--- src/rtl/bit_index_serializer_if.sv ---
// Request/beat bus for bit_index_serializer.
// Handshake rule (both channels): a transfer happens on a rising clk edge
// where valid and ready are both 1. A source holds valid and its payload
// stable until that transfer; ready may change at any time and never waits on
// the same channel's next valid.
interface bit_index_serializer_if;
  logic       in_valid;
  logic       in_ready;
  logic [3:0] in_data;
  logic       out_valid;
  logic       out_ready;
  logic [1:0] out_pos;
  logic [1:0] out_seq;
  logic       out_last;
  logic       out_empty;

  // Upstream producer and downstream consumer side, seen from outside the block
  modport master (
    output in_valid, in_data, out_ready,
    input  in_ready, out_valid, out_pos, out_seq, out_last, out_empty
  );

  // The serializer itself
  modport slave (
    input  in_valid, in_data, out_ready,
    output in_ready, out_valid, out_pos, out_seq, out_last, out_empty
  );
endinterface

--- src/rtl/bit_index_serializer.sv ---
// Turns a 4-bit request vector into one beat per set bit, lowest index first.
// Each beat carries the bit index, a beat number and a last flag. A new vector
// may be accepted in the same cycle the previous vector's last beat leaves.
module bit_index_serializer #(
  parameter bit EMIT_EMPTY = 1'b0
) (
  input  logic                         clk,
  input  logic                         resetn,
  bit_index_serializer_if.slave        bus,
  output logic                         busy,
  output logic [0:0]                   dbg_state
);

  localparam logic [0:0] ST_IDLE = 1'b0;
  localparam logic [0:0] ST_EMIT = 1'b1;

  logic [0:0] state_q, state_d;
  logic [3:0] mask_q, mask_d;
  logic [1:0] seq_q, seq_d;
  logic       empty_q, empty_d;

  logic [3:0] mask_minus_one;
  logic [1:0] low_pos;
  logic       single_bit;
  logic       out_fire;
  logic       in_fire;

  // Lowest set bit of the remaining mask, and whether only one bit remains
  always_comb begin
    mask_minus_one = mask_q - 4'd1;
    single_bit     = (mask_q != 4'd0) && ((mask_q & mask_minus_one) == 4'd0);
    low_pos        = 2'd0;
    if (mask_q[0])      low_pos = 2'd0;
    else if (mask_q[1]) low_pos = 2'd1;
    else if (mask_q[2]) low_pos = 2'd2;
    else if (mask_q[3]) low_pos = 2'd3;
  end

  // Outputs are pure decodes of the registers; in_ready also looks through to
  // a last-beat handshake so back-to-back vectors need no idle cycle
  always_comb begin
    bus.out_valid = (state_q == ST_EMIT);
    bus.out_pos   = low_pos;
    bus.out_seq   = seq_q;
    bus.out_last  = empty_q | single_bit;
    bus.out_empty = empty_q;
    busy          = (state_q == ST_EMIT);
    dbg_state     = state_q;
    out_fire      = bus.out_valid & bus.out_ready;
    bus.in_ready  = (state_q == ST_IDLE) | (out_fire & bus.out_last);
    in_fire       = bus.in_valid & bus.in_ready;
  end

  // Next-state: beat consumption first, then a same-cycle accept overrides it
  always_comb begin
    state_d = state_q;
    mask_d  = mask_q;
    seq_d   = seq_q;
    empty_d = empty_q;

    if (out_fire) begin
      if (bus.out_last) begin
        state_d = ST_IDLE;
        mask_d  = 4'd0;
        seq_d   = 2'd0;
        empty_d = 1'b0;
      end else begin
        mask_d = mask_q & mask_minus_one;
        seq_d  = seq_q + 2'd1;
      end
    end

    if (in_fire) begin
      seq_d = 2'd0;
      if (bus.in_data != 4'd0) begin
        state_d = ST_EMIT;
        mask_d  = bus.in_data;
        empty_d = 1'b0;
      end else if (EMIT_EMPTY) begin
        state_d = ST_EMIT;
        mask_d  = 4'd0;
        empty_d = 1'b1;
      end else begin
        // Empty vector swallowed: nothing to emit
        state_d = ST_IDLE;
        mask_d  = 4'd0;
        empty_d = 1'b0;
      end
    end
  end

  // State registers; reset discards any vector in flight
  always_ff @(posedge clk or negedge resetn) begin
    if (!resetn) begin
      state_q <= ST_IDLE;
      mask_q  <= 4'd0;
      seq_q   <= 2'd0;
      empty_q <= 1'b0;
    end else begin
      state_q <= state_d;
      mask_q  <= mask_d;
      seq_q   <= seq_d;
      empty_q <= empty_d;
    end
  end

endmodule

--- src/flat_wrapper.sv ---
// flat-port wrapper written by rule: the top's interface ports become plain ports
module bit_index_serializer_flat 
#(
  parameter bit EMIT_EMPTY = 1'b0
)
  (clk, resetn, busy, dbg_state, bus_in_valid, bus_in_data, bus_out_ready, bus_in_ready, bus_out_valid, bus_out_pos, bus_out_seq, bus_out_last, bus_out_empty);
  bit_index_serializer_if bus_i ();
  input  logic clk;
  input  logic resetn;
  output logic busy;
  output logic [0:0] dbg_state;
  input wire logic [$bits(bus_i.in_valid)-1:0] bus_in_valid;
  input wire logic [$bits(bus_i.in_data)-1:0] bus_in_data;
  input wire logic [$bits(bus_i.out_ready)-1:0] bus_out_ready;
  output wire logic [$bits(bus_i.in_ready)-1:0] bus_in_ready;
  output wire logic [$bits(bus_i.out_valid)-1:0] bus_out_valid;
  output wire logic [$bits(bus_i.out_pos)-1:0] bus_out_pos;
  output wire logic [$bits(bus_i.out_seq)-1:0] bus_out_seq;
  output wire logic [$bits(bus_i.out_last)-1:0] bus_out_last;
  output wire logic [$bits(bus_i.out_empty)-1:0] bus_out_empty;
  assign bus_i.in_valid = bus_in_valid;
  assign bus_i.in_data = bus_in_data;
  assign bus_i.out_ready = bus_out_ready;
  assign bus_in_ready = bus_i.in_ready;
  assign bus_out_valid = bus_i.out_valid;
  assign bus_out_pos = bus_i.out_pos;
  assign bus_out_seq = bus_i.out_seq;
  assign bus_out_last = bus_i.out_last;
  assign bus_out_empty = bus_i.out_empty;
  bit_index_serializer #(.EMIT_EMPTY(EMIT_EMPTY)) u_core (.clk(clk), .resetn(resetn), .bus(bus_i), .busy(busy), .dbg_state(dbg_state));
endmodule
--- config.mk ---
export PLATFORM = sky130hd
export DESIGN_NAME = bit_index_serializer_flat
export DESIGN_NICKNAME = d
export VERILOG_FILES = /design/src/rtl/bit_index_serializer_if.sv /design/src/rtl/bit_index_serializer.sv /design/src/flat_wrapper.sv
export SDC_FILE = /design/constraint.sdc
export NUM_CORES = 1
export LEC_CHECK = 0
export BUFFER_PORTS_ARGS = -buffer_cell sky130_fd_sc_hd__buf_2
export CAP_MARGIN = 15
export CORE_AREA = 2 2 39 41
export DETAILED_ROUTE_END_ITERATION = 12
export DIE_AREA = 0 0 41 43
export GPL_TIMING_DRIVEN = 1
export PLACE_DENSITY = 0.58
export SLEW_MARGIN = 20
export SYNTH_ARGS = -nofsm -noshare
export SYNTH_HDL_FRONTEND = slang
export SYNTH_SLANG_ARGS = --single-unit
export TNS_END_PERCENT = 10
--- constraint.sdc ---
create_clock -name clk -period 1.8 [get_ports clk]
set_input_delay 0.09 -clock clk [delete_from_list [all_inputs] [get_ports clk]]
set_output_delay 0.09 -clock clk [all_outputs]
set_load 0.01 [all_outputs]
**Word level (Yosys, flattened, before mapping)**

Index checks and enable logic that the tools add are counted.

- Bits in registers: 8
- Output and inout bits: 10

- Add/subtract/negate cells: 2
- Multiplexer cells: 16
- Bitwise operators: 7
- Reductions and logical operators: 7

Operators by type and width:

| kind | number |
|---|---|
| $mux W4 | 4 |
| $mux W2 | 7 |
| $reduce_bool A4 Y1 | 2 |
| $mux W1 | 5 |
| $and A4 B4 Y4 | 1 |
| $logic_not A4 Y1 | 1 |
| $reduce_bool A2 Y1 | 2 |
| $sub A4 B1 Y4 const B | 1 |
| $and A1 B1 Y1 | 3 |
| $add A2 B1 Y2 const B | 1 |
| $or A1 B1 Y1 | 2 |
| $reduce_and A2 Y1 | 1 |
| $logic_and A1 B1 Y1 | 1 |
| $not A1 Y1 | 1 |

**Logic depth before layout (Yosys ltp)**

- Depth after elaboration: 10
- Mapped depth: 5
- Mapped depth without buffers: 5

**Worst setup path after synthesis**

Ideal clock, no wire load.

- Path kind: reg2reg
- From: reg u_core.mask_q[0]
- To: reg u_core.mask_q[3]
- Arrival: 1.359 ns
- Setup slack: 0.308 ns
- Stages on the path, launching flop included: 6
- Period minus slack after synthesis: 1.492 ns
- Cell sequence: dfrtp_1 nor2b_1 a221oi_2 inv_2 a221oi_1 a211oi_1

- Cells in the longest elaborated chain, start to end: 9

RTL lines:

| element | RTL line | source |
|---|---|---|
| from (decl) | bit_index_serializer.sv:18 | `logic [3:0] mask_q, mask_d;` |
| from (signal assigned) | bit_index_serializer.sv:101 | `mask_q <= mask_d;` |
| $sub A4 B1 Y4 | bit_index_serializer.sv:30 | `mask_minus_one = mask_q - 4'd1;` |
| $and A4 B4 Y4 | bit_index_serializer.sv:31 | `single_bit = (mask_q != 4'd0) && ((mask_q & mask_minus_one) == 4'd0);` |
| $logic_not A4 Y1 | bit_index_serializer.sv:31 |  |
| $logic_and A1 B1 Y1 (*) | bit_index_serializer.sv:31 |  |
| $or A1 B1 Y1 (*) | bit_index_serializer.sv:45 | `bus.out_last = empty_q \| single_bit;` |
| named net bus_out_last | flat_wrapper.sv:19 | `output wire logic [$bits(bus_i.out_last)-1:0] bus_out_last;` |
| $and A1 B1 Y1 | bit_index_serializer.sv:50 | `bus.in_ready = (state_q == ST_IDLE) \| (out_fire & bus.out_last);` |
| $or A1 B1 Y1 | bit_index_serializer.sv:50 |  |
| $and A1 B1 Y1 | bit_index_serializer.sv:51 | `in_fire = bus.in_valid & bus.in_ready;` |
| $mux W4 or $reduce_bool A2 Y1 (tied branches) | - |  |

Mark *: on every way through the listed nets, which the timed path passes. The rest lies on a longest branch. The select of a mux whose other input is x is not followed.
A chain may end at the register's enable or synchronous reset.

**Worst setup path after layout**

- From: reg u_core.mask_q[0]
- To: out bus_in_ready

- Cells in the longest elaborated chain, start to end: 7

RTL lines:

| element | RTL line | source |
|---|---|---|
| $sub A4 B1 Y4 | bit_index_serializer.sv:30 |  |
| $and A4 B4 Y4 | bit_index_serializer.sv:31 |  |
| $logic_not A4 Y1 | bit_index_serializer.sv:31 |  |
| $logic_and A1 B1 Y1 (*) | bit_index_serializer.sv:31 |  |
| $or A1 B1 Y1 (*) | bit_index_serializer.sv:45 |  |
| $and A1 B1 Y1 (*) | bit_index_serializer.sv:50 |  |
| $or A1 B1 Y1 (*) | bit_index_serializer.sv:50 |  |
| to (decl) | flat_wrapper.sv:15 | `output wire logic [$bits(bus_i.in_ready)-1:0] bus_in_ready;` |

Mark *: on every way between the ends. The rest lies on a longest branch, timed or not.

==> flow_results.org <==
** Logic synthesis
- Number of flops mapped to enable cells by yosys :: 0
- Counting every instance in the synthesized netlist gives 57.
- Total of flip-flops plus latches after synthesis :: 7
- In the synthesized netlist the async set-or-reset flop fraction comes to 1.00.
- Ranked by instance count, the synthesized netlist is headed by dfrtp_1 (7), nor2_1 (7), nand2_1 (6).
- Yosys mapped the design onto 30 distinct sky130hd cell types.
- After synthesis, the cell types taking the most area are dfrtp_1 (37%), nor2_1 (5.6%), buf_4 (4.8%), nand2_1 (4.8%), o21ai_0 (3.2%).
- Most instantiated flip-flop cell in the synthesis netlist :: dfrtp_1
- Yosys printed 0 warnings.
- Share of the synthesized area in the top cell type :: 0.371
- Share of synthesized area occupied by flip-flops and latches :: 0.371
- After synthesis the cells add up to 472 um2.
- Mean instance size in the synthesized netlist :: 8.28 um2
- Top cell type by total area after synthesis :: dfrtp_1
- The number of nets handed over by synthesis was 65.

** Detailed routing
- DRC viols :: 0
- Number of optimization iterations in the first detailed-route pass :: 4
- Count of vias placed by the detailed router :: 501
- Wirelength per Cell :: 13.5 um
- In this run the remaining antenna-violating nets after routing total 0.
- For this block, the routed nets add up to 1210 um of wire.
- Number of vias per cell :: 5.57
- For this block, the initial DRC count from the detailed router was 15.

** Clock tree
- Clock-pin slew was measured on the worst setup and hold paths at 60 ps.
- CTS Root Buffer Type :: clkbuf_4
- TritonCTS built the clock tree.
- Clock buffer count from CTS :: 3
- Clock network latency to the later pin of the worst-skew pair :: 260 ps
- Post-CTS timing repair inserted 0 buffers for setup.
- CTS Buffer Depth :: 2
- Number of clock sinks :: 7
- H-tree levels :: 1

** Timing
- Across all hold checks on the routed design, the worst slack comes to 104 ps.
- Setup slack on the critical path of the routed design comes to 150 ps.
- Maximum operating frequency :: 606 MHz
- For the final routed database, the setup TNS stands at 0 ps.
- Setup repair after global routing left no endpoint under its margin.
- After layout, the minimum clock period comes to 1650 ps.
- The number of max-slew violations in the final report was 0.
- Hold violation count in the final report :: 0
- Setup violations remaining at the end of the flow were counted as 0.
- Dividing the final minimum period by the clock period gives 0.917.
- Worst clock skew on the final layout :: 11.3 ps

** Global routing
- Wire length of the first global-routing pass :: 2040 um
- The initial antenna violation count came to 0.
- For this run, the total global-route usage over all layers was measured as 0.173.
- Number of global-route vias before repair :: 460
- Remaining global-route overflow :: 0
- Pin count of the biggest net entering global routing :: 12

** Setup path
- Kind of end point of the critical path :: output pin
- R2R cell count :: 5
- The slowest stage of the critical path is the dfrtp_1 cell.
- Startpoint type of the worst setup path :: flip-flop
- At the worst endpoint, the arrival time is 1560 ps.
- Worst setup path category :: flip-flop to output pin
- Setup slack on the worst reg-to-reg path comes out at 190 ps.
- Worst reg2reg endpoint :: u_core.mask_q[3]
- The signal on the critical path passes through nor2b_1 > a221oi_2 > o21ai_1 > buf_2.
- Data on the critical path is required at its endpoint by 1710 ps.
- First element of the critical path :: u_core.mask_q[0]
- In this design, the stage delay of the slowest critical-path cell is 440 ps.
- Critical register-to-register path startpoint :: u_core.mask_q[0]
- Max Fanout on Critical Path :: 7
- The most critical setup path has its endpoint at bus_in_ready.

** Die
- Count of pins on the block boundary :: 18
- The initialized floorplan defines 14 standard-cell rows.
- The die covers 0.00176 mm2.
- The floorplan step set the die height to 43 um.
- The die is 41 um wide.
- For this configuration, the core starts out at a cell density of 0.341.
- In this run the standard cell core region covers 0.00138 mm2.

** Placement
- Counting tap cells, the placed design contains a total of 85 instances.
- Port buffering added 16 buffers.
- Gpl congestion :: 0.831
- Timing analysis after detailed placement gives a worst setup slack of 204 ps.
- Detailed-placement wirelength estimate :: 898 um

** Min path
- The path class of the tightest hold or removal check is input pin to flip-flop.

** Power
- Summed over all cells, the static leakage comes to 0.282 nW.
- Total power per unit cell area :: 1920 mW/mm2
- The worst-case IR drop observed on VDD is 0.596 mV.

** Cells and area
- Share of cells above drive strength 1 :: 0.311
- The number of antenna diodes in the final layout is 0.
- The finished layout holds 90 standard cells, fillers aside.
- Synthesis-to-layout area growth :: 24.7%
- Layout net count :: 83

** Job
- Max-cap violations in this run came to 0.

** Status
- Result of the run :: complete, no violations
registers in the layout (all words and copies together), names as in the netlist:
register,flops
u_core.mask_q,4
u_core.bus.out_valid,1
u_core.bus.out_seq,2
where the power goes:
part	leakage [nW]	switching (mW)	total (mW)	internal, mW
clock network	0.0150	0.0637	0.149	0.0850
registers	0.0851	0.117	0.347	0.229
logic	0.181	0.363	0.634	0.271
metal layers:
| metal | wire length [um] | vias up | GRT usage |
|---|---|---|---|
| li1 | - | 237 | - |
| met3 | 66 | 2 | 0.0314 |
| met2 | 581 | 25 | 0.241 |
| met5 | 0 | - | 0 |
| met1 | 548 | 237 | 0.238 |
| met4 | 18 | 0 | 0.107 |
repair_timing:
action	CTS	global route
resized for setup	0	1
hold buffers	1	0
endpoints found under the setup margin	0	1
endpoints found under the hold margin	7	0
worst min-delay path by stage:
| stage | cells past startpoint | startpoint | to | slack, ps |
|---|---|---|---|---|
| 2_1_floorplan | 0 | resetn | u_core.bus.out_seq[0] | -210 |
| 3_3_place_gp | 1 | resetn | u_core.bus.out_seq[0] | -60 |
| 3_5_place_dp | 1 | resetn | u_core.bus.out_seq[0] | -60 |
| 4_1_cts | 3 | bus_in_data[2] | u_core.bus.out_valid | 100 |
| 5_1_grt | 2 | bus_in_data[0] | u_core.mask_q[0] | 120 |
| 6_report | 3 | bus_in_data[2] | u_core.bus.out_valid | 100 |
layout by cell type (no fill, tap or decap), types with 2 or more instances in the layout:
cell type,count
a21oi_1,2
nor2_1,7
inv_1,3
nor2b_1,2
nand2_1,6
a211oi_1,2
dfrtp_1,7
buf_2,16
o22ai_1,2
o21ai_0,3
clkbuf_4,3
cells by family after synthesis:
| group | after synthesis | share of synthesized area |
|---|---|---|
| xor+xnor | 1 | 0.0186 |
| flops | 7 | 0.371 |
| compound gates | 18 | 0.276 |
| simple gates | 22 | 0.239 |
| buf+inv | 8 | 0.0875 |
| other cells | 1 | 0.00795 |
through the flow:
stage / power (mW) / area, um2 / utilization
6_report: 1.13 / 588 / 0.425
5_1_grt: 1.24 / 588 / 0.425
4_1_cts: 1.12 / 582 / 0.420
3_5_place_dp: 0.967 / 546 / 0.394
3_3_place_gp: 0.965 / 546 / 0.394
2_1_floorplan: 0.769 / 472 / -
critical path, delay by kind of cell, from the launching register on:
| kind | cells | cell delay (ps) |
|---|---|---|
| AOI/OAI and AO/OA | 2 | 520 |
| DFF | 1 | 440 |
| and+or+nand+nor | 1 | 180 |
| buffers and inverters | 1 | 170 |
cell type report:
type                    count  area (um2)
clock buffers               4        26.3
inverters                   4        15.0
well taps                  16        20.0
multi-input cells          42         262
flip-flops and latches      7         175
fillers                   142         796
repair buffers             17        90.1
No activity file was read; power rests on OpenSTA's default activity.
